===== src/rtl/armleobus_defs.svh =====
// ArmleoBus command and response encodings shared by bus masters, slaves and interconnect.
`ifndef ARMLEOBUS_DEFS_SVH
`define ARMLEOBUS_DEFS_SVH

`define ARMLEOBUS_CMD_NONE          3'd0
`define ARMLEOBUS_CMD_READ          3'd1
`define ARMLEOBUS_CMD_WRITE         3'd2

`define ARMLEOBUS_RESPONSE_SUCCESS  3'd0
`define ARMLEOBUS_UNKNOWN_ADDRESS   3'd2
`define ARMLEOBUS_INVALID_OPERATION 3'd3

`endif


===== src/rtl/armleobus_arb_pkg.sv =====
// Shared types for the two-master ArmleoBus arbiter.
package armleobus_arb_pkg;

  localparam int ARB_PORT_COUNT = 2;

  typedef enum logic [1:0] {
    IDLE   = 2'd0,
    GRANT0 = 2'd1,
    GRANT1 = 2'd2
  } arb_state_t;

endpackage


===== src/rtl/armleobus_arbiter2.sv =====
// Two-master to one-slave ArmleoBus arbiter: round-robin pick, registered grant,
// grant held until the slave signals done or the granted master withdraws.
//
//   state  | meaning
//   IDLE   | no grant, slave port driven to zero
//   GRANT0 | master 0 owns the slave port
//   GRANT1 | master 1 owns the slave port
`include "armleobus_defs.svh"

module armleobus_arbiter2
  import armleobus_arb_pkg::*;
#(
  parameter int ADDRESS_W = 16
) (
  input  logic                 clk,
  input  logic                 rst,

  input  logic                 m0_transaction,
  input  logic [2:0]           m0_cmd,
  input  logic [ADDRESS_W-1:0] m0_address,
  input  logic [31:0]          m0_wdata,
  input  logic [3:0]           m0_wbyte_enable,
  output logic                 m0_transaction_done,
  output logic [2:0]           m0_transaction_response,
  output logic [31:0]          m0_rdata,

  input  logic                 m1_transaction,
  input  logic [2:0]           m1_cmd,
  input  logic [ADDRESS_W-1:0] m1_address,
  input  logic [31:0]          m1_wdata,
  input  logic [3:0]           m1_wbyte_enable,
  output logic                 m1_transaction_done,
  output logic [2:0]           m1_transaction_response,
  output logic [31:0]          m1_rdata,

  output logic                 s_transaction,
  output logic [2:0]           s_cmd,
  output logic [ADDRESS_W-1:0] s_address,
  output logic [31:0]          s_wdata,
  output logic [3:0]           s_wbyte_enable,
  input  logic                 s_transaction_done,
  input  logic [2:0]           s_transaction_response,
  input  logic [31:0]          s_rdata
);

  logic [ARB_PORT_COUNT-1:0] req;
  arb_state_t                state, state_nxt;
  logic                      last_served, last_served_nxt;

  assign req[0] = m0_transaction && (m0_cmd != `ARMLEOBUS_CMD_NONE);
  assign req[1] = m1_transaction && (m1_cmd != `ARMLEOBUS_CMD_NONE);

  // On a tie the master that was not served last wins.
  function automatic arb_state_t pick(input logic [ARB_PORT_COUNT-1:0] r, input logic last);
    if (r[0] && r[1]) return last ? GRANT0 : GRANT1;
    else if (r[0])    return GRANT0;
    else if (r[1])    return GRANT1;
    else              return IDLE;
  endfunction

  always_ff @(posedge clk) begin
    if (rst) begin
      state       <= IDLE;
      last_served <= 1'b1;
    end else begin
      state       <= state_nxt;
      last_served <= last_served_nxt;
    end
  end

  // The finishing master's own request is not re-arbitrated in its done cycle.
  always_comb begin
    state_nxt       = state;
    last_served_nxt = last_served;
    case (state)
      IDLE: state_nxt = pick(req, last_served);
      GRANT0: begin
        if (s_transaction_done) begin
          last_served_nxt = 1'b0;
          state_nxt       = req[1] ? GRANT1 : IDLE;
        end else if (!m0_transaction) begin
          state_nxt = IDLE;
        end
      end
      GRANT1: begin
        if (s_transaction_done) begin
          last_served_nxt = 1'b1;
          state_nxt       = req[0] ? GRANT0 : IDLE;
        end else if (!m1_transaction) begin
          state_nxt = IDLE;
        end
      end
      default: state_nxt = IDLE;
    endcase
  end

  always_comb begin
    s_transaction           = 1'b0;
    s_cmd                   = `ARMLEOBUS_CMD_NONE;
    s_address               = '0;
    s_wdata                 = 32'h0;
    s_wbyte_enable          = 4'h0;
    m0_transaction_done     = 1'b0;
    m0_transaction_response = `ARMLEOBUS_RESPONSE_SUCCESS;
    m1_transaction_done     = 1'b0;
    m1_transaction_response = `ARMLEOBUS_RESPONSE_SUCCESS;
    case (state)
      GRANT0: begin
        s_transaction           = m0_transaction;
        s_cmd                   = m0_cmd;
        s_address               = m0_address;
        s_wdata                 = m0_wdata;
        s_wbyte_enable          = m0_wbyte_enable;
        m0_transaction_done     = s_transaction_done;
        m0_transaction_response = s_transaction_response;
      end
      GRANT1: begin
        s_transaction           = m1_transaction;
        s_cmd                   = m1_cmd;
        s_address               = m1_address;
        s_wdata                 = m1_wdata;
        s_wbyte_enable          = m1_wbyte_enable;
        m1_transaction_done     = s_transaction_done;
        m1_transaction_response = s_transaction_response;
      end
      default: ;
    endcase
  end

  assign m0_rdata = s_rdata;
  assign m1_rdata = s_rdata;

endmodule

===== config.mk =====
export PLATFORM = sky130hd
export DESIGN_NAME = armleobus_arbiter2
export DESIGN_NICKNAME = d
export VERILOG_FILES = /design/src/rtl/armleobus_arb_pkg.sv /design/src/rtl/armleobus_arbiter2.sv
export VERILOG_INCLUDE_DIRS = /design/src /design/src/rtl
export SDC_FILE = /design/constraint.sdc
export NUM_CORES = 1
export LEC_CHECK = 0
export ABC_CLOCK_PERIOD_IN_PS = 1500
export BUFFER_PORTS_ARGS = -buffer_cell sky130_fd_sc_hd__buf_4
export CORE_AREA = 2 2 109 111
export CTS_CLUSTER_DIAMETER = 50
export DETAILED_ROUTE_END_ITERATION = 7
export DIE_AREA = 0 0 111 113
export SETUP_SLACK_MARGIN = 0.1
export SYNTH_ARGS = -nofsm -noshare
export SYNTH_HDL_FRONTEND = slang
export SYNTH_SLANG_ARGS = --single-unit
export TNS_END_PERCENT = 50

===== constraint.sdc =====
create_clock -name clk -period 1.5 [get_ports clk]
set_input_delay 0.3 -clock clk [delete_from_list [all_inputs] [get_ports clk]]
set_output_delay 0.3 -clock clk [all_outputs]
set_load 0.1 [all_outputs]

* Word level (Yosys, flattened, before mapping)
Cells that the tools add are included.
** Cells by class
- Muxes and demuxes :: 22
- Equality and inequality tests :: 6
- Reduce and logical (&&, ||, !) cells :: 9
** Operators with widths (number)
- $pmux 32 s2 :: 1
- $pmux 16 s2 :: 1
- $mux 2 :: 8
- $pmux 4 s2 :: 1
- $mux 3 :: 2
- $ne 3x3->1 const B :: 2
- $pmux 2 s3 :: 1
- $pmux 3 s2 :: 1
- $reduce_bool 3->1 :: 2
- $mux 1 :: 5
- $ne 2x2->1 const B :: 2
- $pmux 1 s2 :: 2
- $logic_and 1x1->1 :: 3
- $reduce_and 3->1 :: 1
- $eq 2x1->1 const B :: 1
- $eq 2x2->1 const B :: 1
- $logic_not 2->1 :: 1
- $reduce_and 2->1 :: 1
- $reduce_bool 2->1 :: 1
** Word-level totals
- Output and inout port bits :: 128
- Flip-flop bits (word level) :: 3

* Longest topological paths before layout
Gate-level depths: netlist of the first run.
- Word-level depth :: 6
- Gate-level depth with buffers :: 7
- Gate-level depth less buffers :: 6

* Worst setup path after synthesis of the first run
OpenSTA, ideal clock, no wires.
- Kind :: reg-to-output
- From :: register state[0]
- To :: output port s_address[0]
- Path slack :: -1304 ps
- Arrival :: 2504 ps
- Stages on the path, launching flop included :: 6
- Data required time :: 1200 ps
- Cell sequence :: dfxtp_1 > inv_1 > ha_1 > clkbuf_1 > clkbuf_1 > nor2b_1
** Between the ends
- Longest elaborated chain between the ends :: 2
- Elaborated cells on any way between the ends :: 3
** RTL lines
- start, declared :: RTL line armleobus_arbiter2.sv:47 : arb_state_t state, state_nxt;
- start signal, assigned :: RTL line armleobus_arbiter2.sv:66 : state <= state_nxt;
- $eq 2x2->1 or $eq 2x1->1 (tied branches) :: RTL line armleobus_arbiter2.sv:107 : case (state)
- $pmux 16 s2 (*) :: RTL line armleobus_arbiter2.sv:107
- end, declared :: RTL line armleobus_arbiter2.sv:38 : output logic [ADDRESS_W-1:0] s_address,
Mark *: on every way between the ends. The rest lies on a longest branch, timed or not.

* Final worst setup path of the first run
- From :: register state[1]
- To :: output port s_wdata[29]
** Between the ends
- Longest elaborated chain between the ends :: 2
- Elaborated cells on any way between the ends :: 3
** RTL lines
- $eq 2x2->1 or $eq 2x1->1 (tied branches) :: RTL line armleobus_arbiter2.sv:107
- $pmux 32 s2 (*) :: RTL line armleobus_arbiter2.sv:107
- end, declared :: RTL line armleobus_arbiter2.sv:39 : output logic [31:0] s_wdata,
Marks and branches as above.

==> results of run 1 <==
[worst max-delay path by stage]
stage | startpoint | to | slack [ps]
4_1_cts | state[0] | s_address[3] | -390
5_1_grt | state[0] | s_address[3] | -420
6_report | state[1] | s_wdata[29] | -380
3_3_place_gp | state[0] | s_wdata[7] | -230
3_5_place_dp | state[0] | s_wdata[9] | -250
2_1_floorplan | state[0] | s_address[2] | -290
[area by class of cell]
class                      count  area, um^2
multi-input combinational    136        1670
sequential                     3        67.6
timing repair buffer         210        2420
tap                          143         179
clock buffer                   4        78.8
inverter                       5        27.5
fill                        1045        6830
[logic make-up (layout without fill, tap and decap cells)]
kind of cell	after synthesis	in the layout	share of synthesized area, %
AO/OA/AOI/OAI	65	65	31.4
adder cells (fa/ha/maj)	4	4	3.09
buffers and inverters	89	219	36.7
flip-flops	3	3	3.70
AND/OR/NAND/NOR	67	67	25.1
[placed cells by master, fill, tap and decap left out, types with 3 or more instances in the layout]
cell	n
a22oi_1	11
a22oi_2	45
and2_4	4
buf_12	64
buf_4	136
buf_6	9
clkbuf_16	3
ha_4	3
nor2b_4	56
[power by group through the flow]
stage | sequential [W] | clock [W] | combinational (W)
global placement | 0.0000951 | 0 | 0.00155
floorplan | 0.0000954 | 0 | 0.00188
detailed placement | 0.0000956 | 0 | 0.00157
CTS | 0.0000947 | 0.000427 | 0.00174
finish | 0.0000945 | 0.000419 | 0.00182
global route | 0.0000957 | 0.000429 | 0.00190
[flip-flops by register name (all words and copies together), names as in the netlist]
register     cells
last_served      1
state            2
[metrics by stage]
stage / instance area [um^2] / hold slack [ps] / power [W] / cells
after floorplan: 2270 / 353 / 0.00198 / 228
after global placement: 3420 / 479 / 0.00164 / 496
after detailed placement: 3420 / 480 / 0.00166 / 496
after CTS: 4140 / 250 / 0.00226 / 501
after global routing: 4440 / 253 / 0.00242 / 501
final: 4440 / 252 / 0.00234 / 501
[layer usage]
layer	GRT usage (%)	share of wire, %	routed length (um)	vias up
li1	-	-	-	988
met1	11.4	33	2620	989
met2	22.4	57	4580	98
met3	1.66	6.5	519	34
met4	5.00	3.5	281	0
met5	0	0	0	-
[what timing repair did]
item                       4_1_cts  5_1_grt
hold buffers                     0        0
pin swaps                       11        3
setup buffers                    1        0
resized for setup              154       68
setup endpoints to repair       66       66
==> impl_metrics.tcl, run 1 <==
set metrics [dict create \
    outcome "finished with violations" \
    yosysSeqAreaShare_pct 3.70 \
    hold_viol 0 \
    dieArea_um2 12500 \
    worst-endpoint-required_ps 1200 \
    gp_congestion 0.872 \
    setup_violations 66 \
    area_delta_synth_final_pct 174 \
    initial_core_util_pct 14.4 \
    ys_warn_count 0 \
    synth_area_leader_cell "buf_4" \
    clk_pin_slew_ps 30 \
    intPower_w 0.00131 \
    fin_nets 513 \
    crit_type "register to output port" \
    worstPathMaxFanout 21 \
    syn_area_per_cell_um2 7.11 \
    fin_util_pct 39.4 \
    r2r_end "state[1]" \
    sw_frac_of_total_pct 44.0 \
    core-area_um2 11300 \
    hold_class "input pin to register" \
    p_leak_nw 1.69 \
    syn-num-nets 382 \
    period_share_pct 125 \
    critPathMostFrequentCell "buf_12" \
    dieHeight_um 113 \
    rsz0062_at_grt "yes" \
    tns_ps -19420 \
    synth-edff-count 0 \
    path_cells "inv_4 > ha_4 > buf_12 > buf_4 > a22oi_2 > nor2b_4 > buf_12" \
    critical-path-top-delay-family "buffers and inverters" \
    grt_antenna_before_repair 0 \
    drt_wl_total_um 8000 \
    fin_crit_ps 1880 \
    synth_commonest_cells "65 x buf_4, 56 x nor2b_1, 55 x a22oi_1" \
    synth_area_um2 1620 \
    pwr-share-comb_pct 78.0 \
    dp_worst_setup_slack_ps -247 \
    maxCapViolations 0 \
    drc 0 \
    grt_pass1_vias 2273 \
    worstReg2RegStart "state[1]" \
    fp-row-count 39 \
    dp_hpwl_um 5810 \
    crit_cells 7 \
    grt_pass1_wl_um 11600 \
    cts_buffers 3 \
    vias 2109 \
    slew_violations 0 \
    insertedDiodeCount 0 \
    worst_pin_slew_ps 314 \
    io_pins 278 \
    yosys_register_bits 3 \
    synth_cells 228 \
    clk_latency_ps 220 \
    critPathMaxStageDelay_ps 370 \
    path_buf_inv 4 \
    h-tree-depth 1 \
    dr.first_iter.drc_count 81 \
    synth_cell_types 19 \
    antenna_left 0 \
    portBuffers 181 \
    gr-usage-all-layers_pct 11.2 \
    fin_ws_ps -378 \
    rr_worst_depth 7 \
    arrival_ps 1580 \
    drive_gt1_share_pct 93.9 \
    end_kind "output port" \
    hp-start "rst" \
    power_frac_seq_pct 4.0 \
    cts-root-buf "clkbuf_16" \
    async_flop_share_pct 0 \
    p_switching_w 0.00103 \
    fmax_mhz 533 \
    die_w_um 111 \
    synth_top_area_share_pct 30.1 \
    worst_setup_path_start_kind "register" \
    drt_pass1_iterations 4 \
    power_density_nw_per_um2 527 \
    grt_max_degree 32 \
    ir_drop_uv 724 \
    clock_sinks 3 \
    relSlewSlack_pct 79.0 \
    drt-wirelength-per-cell_um 16.0 \
    finClkSkew_ps 1.29 \
    cts_tree "yes" \
    violations "negative setup slack" \
    yosysMostFrequentCell "buf_4" \
    worstHoldEndpoint "state[1]" \
    viasPerCell 4.21 \
    min_path_cells 2 \
    ys_top_cells_by_area "buf_4 30%, a22oi_1 25%, nor2b_1 22%" \
    clk_path_buf_depth 2 \
    rrSetupSlack_ps -210 \
    ys.flop_type "dfxtp_1" \
    p_clk_share_pct 17.9 \
    slowest_stage "dfxtp_4" \
    grt.overflow.total 0 \
]
(Power assumes the default switching activity.)
==> inputs of run 2 (changes only) <==
--- a/config.mk
+++ b/config.mk
@@ -6,12 +6,13 @@
 export SDC_FILE = /design/constraint.sdc
 export NUM_CORES = 1
 export LEC_CHECK = 0
+export ABC_AREA = 1
 export ABC_CLOCK_PERIOD_IN_PS = 1500
 export BUFFER_PORTS_ARGS = -buffer_cell sky130_fd_sc_hd__buf_4
-export CORE_AREA = 2 2 109 111
+export CORE_AREA = 2 2 108 110
 export CTS_CLUSTER_DIAMETER = 50
 export DETAILED_ROUTE_END_ITERATION = 7
-export DIE_AREA = 0 0 111 113
+export DIE_AREA = 0 0 110 112
 export SETUP_SLACK_MARGIN = 0.1
 export SYNTH_ARGS = -nofsm -noshare
 export SYNTH_HDL_FRONTEND = slang
==> impl_metrics.tcl, run 2 <==
set metrics [dict create \
    synth_top_area_share_pct 30.4 \
    final_common_cell "buf_4" \
    vias 2465 \
    worst_pin_slew_ps 183 \
    clk_latency_ps 230 \
    grt_pass1_vias 2603 \
    synth_area_um2 1650 \
    power_frac_seq_pct 3.5 \
    crit_type "register to output port" \
    finClkSkew_ps 1.79 \
    worstHoldEndpoint "state[0]" \
    grt_pass1_wl_um 12500 \
    portBuffers 181 \
    setup_violations 66 \
    clk_path_buf_depth 2 \
    p_switching_w 0.00136 \
    outcome "finished with violations" \
    largest_registers "state (2), last_served (1)" \
    yosys_register_bits 3 \
    pwr-share-comb_pct 80.6 \
    hold_viol 0 \
    insertedDiodeCount 0 \
    clock_sinks 3 \
    intPower_w 0.00137 \
    fin_nets 602 \
    antenna_left 0 \
    path_cells "inv_4 > ha_4 > buf_6 > clkbuf_16 > nand2_2 > a21oi_4 > buf_12" \
    viasPerCell 4.18 \
    clk_pin_slew_ps 30 \
    initial_core_util_pct 14.8 \
    dieHeight_um 112 \
    drt_wl_total_um 8810 \
    fin_crit_ps 1860 \
    core-area_um2 11200 \
    cts-root-buf "clkbuf_16" \
    fin_ws_ps -360 \
    relSlewSlack_pct 87.8 \
    rrSetupSlack_ps -80 \
    die_w_um 110 \
    dr.first_iter.drc_count 69 \
    synth_commonest_cells "128 x nand2_1, 67 x buf_4, 57 x a21oi_1" \
    sw_frac_of_total_pct 49.8 \
    worst_setup_path_start_kind "register" \
    cts-hold-fix-buffers 0 \
    worst-endpoint-required_ps 1200 \
    arrival_ps 1560 \
    worstPathMaxFanout 7 \
    yosysMostFrequentCell "nand2_1" \
    io_pins 278 \
    yosysSeqAreaShare_pct 3.63 \
    ir_drop_uv 669 \
    violations "negative setup slack" \
    layout_common_cells "124 x buf_4, 96 x nand2_1, 69 x buf_12" \
    r2r_end "state[0]" \
    largest_register_ff_count 2 \
    dieArea_um2 12300 \
    fmax_mhz 538 \
    end_kind "output port" \
    slowest_stage "dfxtp_4" \
    synth-edff-count 0 \
    critPathMaxStageDelay_ps 360 \
    drc 0 \
    syn_area_per_cell_um2 5.26 \
    cts_tree "yes" \
    gp_congestion 0.774 \
    synth_cell_types 15 \
    drive_gt1_share_pct 73.2 \
    area_delta_synth_final_pct 192 \
    ys.flop_type "dfxtp_1" \
    fp-row-count 39 \
    dp_worst_setup_slack_ps -215 \
    ys_top_cells_by_area "buf_4 30%, nand2_1 29%, a21oi_1 17%" \
    grt_antenna_before_repair 0 \
    worstReg2RegStart "state[0]" \
    drt_pass1_iterations 4 \
    synth_area_leader_cell "buf_4" \
    drt-wirelength-per-cell_um 14.9 \
    async_flop_share_pct 0 \
    hold_class "input pin to register" \
    rsz0062_at_grt "yes" \
    ys_warn_count 0 \
    grt.overflow.total 0 \
    slew_violations 0 \
    gr-usage-all-layers_pct 12.9 \
    p_clk_share_pct 15.8 \
    min_path_cells 2 \
    grt_max_degree 31 \
    dp_hpwl_um 5740 \
    rr_worst_depth 10 \
    cts_buffers 3 \
    p_leak_nw 1.87 \
    hold_ws_ps 248 \
    maxCapViolations 0 \
    synth_cells 314 \
    h-tree-depth 1 \
    syn-num-nets 468 \
    hp-start "rst" \
    regMostFlops "state" \
    period_share_pct 124 \
    power_density_nw_per_um2 566 \
]
-- run 2: changes by cell type after synthesis, moves of 3 or more --
cell	change
a21oi_1	+57
a22oi_1	-55
and2_1	-6
buf_2	+10
clkbuf_1	-13
inv_1	+13
inv_2	+3
nand2_1	+124
nand3_1	+6
nor2_1	+7
nor2b_1	-56
-- run 2: repair_timing --
item / CTS / global route
endpoints found under the hold margin: 0 / 0
pin swaps: 9 / 16
gates resized for setup: 224 / 42
cloned: 3 / 7
setup endpoints to repair: 64 / 66
setup buffers: 3 / 4
-- run 2: per-layer routing --
metal	track usage [%]	vias to the layer above	wire length [um]
met3	1.23	36	529
met5	0	-	0
met4	5.40	0	262
li1	-	1182	-
met1	12.2	1145	2830
met2	26.9	102	5180
-- run 2: worst max-delay path by stage --
stage / slack (ps) / start / endpoint
2_1_floorplan: -340 / state[1] / s_address[12]
3_3_place_gp: -210 / state[1] / s_transaction
3_5_place_dp: -210 / state[1] / s_transaction
4_1_cts: -350 / state[0] / s_wdata[19]
5_1_grt: -390 / state[0] / s_wdata[28]
6_report: -360 / state[0] / s_cmd[1]
-- run 2: worst max-delay path: cells and delay by family (launching register included) --
| kind | cells | cell delay (ps) |
|---|---|---|
| AO/OA/AOI/OAI | 1 | 180 |
| adder cells (fa/ha/maj) | 1 | 160 |
| buffers and inverters | 4 | 550 |
| flip-flops | 1 | 360 |
| AND/OR/NAND/NOR | 1 | 70 |
-- run 2: layout make-up --
class                      count  area (um^2)
fill                        1040         6350
timing repair buffer         213         2710
multi-input combinational    206         1700
tap                          143          179
inverter                      21         93.8
clock buffer                   4         78.8
sequential                     3         67.6
-- run 2: power groups by stage --
stage | Combinational, W | Sequential, W | Clock (W)
5_1_grt | 0.00230 | 0.0000969 | 0.000436
4_1_cts | 0.00200 | 0.0000953 | 0.000441
3_5_place_dp | 0.00164 | 0.0000935 | 0
6_report | 0.00220 | 0.0000961 | 0.000432
3_3_place_gp | 0.00161 | 0.0000929 | 0
2_1_floorplan | 0.00200 | 0.0000935 | 0
-- run 2: kinds of logic (layout without fill, tap and decap cells) --
family | Yosys count | count (layout) | synth area share [%]
adder cells (fa/ha/maj) | 4 | 4 | 3.03
AND/OR/NAND/NOR | 144 | 144 | 33.5
flip-flops | 3 | 3 | 3.63
buffers and inverters | 105 | 238 | 41.8
AO/OA/AOI/OAI | 58 | 58 | 18.0
-- run 2: stage by stage --
| step | total power [W] | cell area, um^2 | cells | utilization [%] | TNS [ps] |
|---|---|---|---|---|---|
| after floorplan | 0.00210 | 2360 | 314 | - | -20540 |
| after global placement | 0.00171 | 3410 | 569 | 30.5 | -9610 |
| after detailed placement | 0.00173 | 3410 | 569 | 30.5 | -11140 |
| after CTS | 0.00253 | 4490 | 579 | 40.2 | -19820 |
| after global routing | 0.00283 | 4820 | 590 | 43.2 | -23030 |
| final | 0.00273 | 4820 | 590 | 43.2 | -20070 |
==> inputs of run 3 (changes only) <==
--- a/config.mk
+++ b/config.mk
@@ -11,9 +11,10 @@
 export BUFFER_PORTS_ARGS = -buffer_cell sky130_fd_sc_hd__buf_4
 export CORE_AREA = 2 2 108 110
 export CTS_CLUSTER_DIAMETER = 50
+export CTS_CLUSTER_SIZE = 8
 export DETAILED_ROUTE_END_ITERATION = 7
 export DIE_AREA = 0 0 110 112
-export SETUP_SLACK_MARGIN = 0.1
+export SETUP_SLACK_MARGIN = 0.2
 export SYNTH_ARGS = -nofsm -noshare
 export SYNTH_HDL_FRONTEND = slang
 export SYNTH_SLANG_ARGS = --single-unit
==> impl_metrics.tcl, run 3 (synthesis results as in run 2) <==
set metrics [dict create \
    ir_drop_uv 669 \
    rsz0062_at_grt "yes" \
    io_pins 278 \
    hp-start "rst" \
    period_share_pct 124 \
    rrSetupSlack_ps -100 \
    largest_registers "state (2), last_served (1)" \
    p_leak_nw 1.88 \
    clk_path_buf_depth 2 \
    drc 0 \
    grt_pass1_vias 2608 \
    hold_viol 0 \
    worstPathMaxFanout 7 \
    end_kind "output port" \
    grt_max_degree 31 \
    placed_cells 569 \
    fin_nets 602 \
    cts-root-buf "clkbuf_16" \
    arrival_ps 1560 \
    regMostFlops "state" \
    min_path_cells 2 \
    worst_pin_slew_ps 183 \
    finClkSkew_ps 1.79 \
    cts_buffers 3 \
    h-tree-depth 1 \
    grt.overflow.total 0 \
    fmax_mhz 537 \
    portBuffers 181 \
    worstReg2RegStart "state[0]" \
    dieHeight_um 112 \
    worst-endpoint-required_ps 1200 \
    layout_common_cells "124 x buf_4, 95 x nand2_1, 69 x buf_12" \
    r2r_end "state[0]" \
    dieArea_um2 12300 \
    die_w_um 110 \
    relSlewSlack_pct 87.8 \
    insertedDiodeCount 0 \
    core-area_um2 11200 \
    drt_wl_total_um 8790 \
    crit_type "register to output port" \
    final_common_cell "buf_4" \
    worst_setup_path_start_kind "register" \
    fin_ws_ps -363 \
    fp-row-count 39 \
    viasPerCell 4.22 \
    drt-wirelength-per-cell_um 14.9 \
    grt_antenna_before_repair 0 \
    dp_hpwl_um 5740 \
    clk_latency_ps 230 \
    slew_violations 0 \
    cts_tree "yes" \
    gr-usage-all-layers_pct 12.9 \
    vias 2492 \
    initial_core_util_pct 14.8 \
    gp_congestion 0.774 \
    violations "negative setup slack" \
    nFillCells 1035 \
    clk_pin_slew_ps 30 \
    maxCapViolations 0 \
    antenna_left 0 \
    outcome "finished with violations" \
    area_delta_synth_final_pct 192 \
    cts-hold-fix-buffers 0 \
    rr_worst_depth 10 \
    worstHoldEndpoint "state[0]" \
    clock_sinks 3 \
    tns_ps -20140 \
    fin_cells 590 \
    drt_pass1_iterations 4 \
    dr.first_iter.drc_count 61 \
    fin_crit_ps 1860 \
    hold_class "input pin to register" \
    largest_register_ff_count 2 \
    power_density_nw_per_um2 566 \
    drive_gt1_share_pct 73.4 \
    setup_violations 66 \
    grt_pass1_wl_um 12500 \
]
[run 3: cell counts in the layout (fill, tap and decap cells not counted)]
No cell type changed its count.
[run 3: stage by stage]
step | cell area (um^2) | worst slack [ps] | hold slack [ps] | util, % | power (W)
floorplan | 2360 | -341 | 362 | - | 0.00210
global placement | 3410 | -209 | 479 | 30.5 | 0.00171
detailed placement | 3410 | -215 | 484 | 30.5 | 0.00173
CTS | 4490 | -350 | 245 | 40.2 | 0.00253
global route | 4830 | -394 | 257 | 43.2 | 0.00283
finish | 4830 | -363 | 248 | 43.2 | 0.00273
[run 3: what timing repair did]
item                                    4_1_cts  5_1_grt
endpoints found under the setup margin       66       66
gates cloned                                  3        7
hold endpoints to repair                      0        0
pin swaps                                     9       16
gates resized for setup                     224       43
setup buffers                                 3        4
[run 3: area by class of cell]
cell class / count / area, um^2 / area share, %
multi-input combinational: 206 / 1710 / 35.4
sequential: 3 / 67.6 / 1.40
inverter: 21 / 91.3 / 1.89
timing repair buffer: 213 / 2700 / 55.9
clock buffer: 4 / 78.8 / 1.63
tap: 143 / 179 / 3.71
[run 3: how the worst max path moves through the flow]
| stage | end | cells past startpoint | startpoint | slack [ps] |
|---|---|---|---|---|
| final | s_cmd[1] | 7 | state[0] | -360 |
| after global routing | s_wdata[28] | 7 | state[0] | -390 |
| after CTS | s_wdata[19] | 6 | state[0] | -350 |
| after detailed placement | s_transaction | 8 | state[1] | -210 |
| after global placement | s_transaction | 8 | state[1] | -210 |
| after floorplan | s_address[12] | 6 | state[1] | -340 |
[run 3: worst max-delay path, cell delays in order, from the launching register on]
cell and delay (ps):
dfxtp_4 360, inv_4 70, ha_4 160, buf_6 130, clkbuf_16 170, nand2_2 70, a21oi_4 180, buf_12 190
[run 3: where the power goes]
part	total (W)	leakage, nW	switching (W)	internal [W]
clock	0.000432	0.0382	0.0000805	0.000351
sequential	0.0000961	0.0260	0.00000958	0.0000866
combinational	0.00220	1.82	0.00127	0.000931
total	0.00273	1.88	0.00136	0.00137
[run 3: metal layers]
metal	track usage, %	vias up	part of all wire, %
li1	-	1179	-
met2	26.9	108	59
met3	1.23	36	6.0
met4	5.40	0	3.0
met1	12.2	1169	32
met5	0	-	0
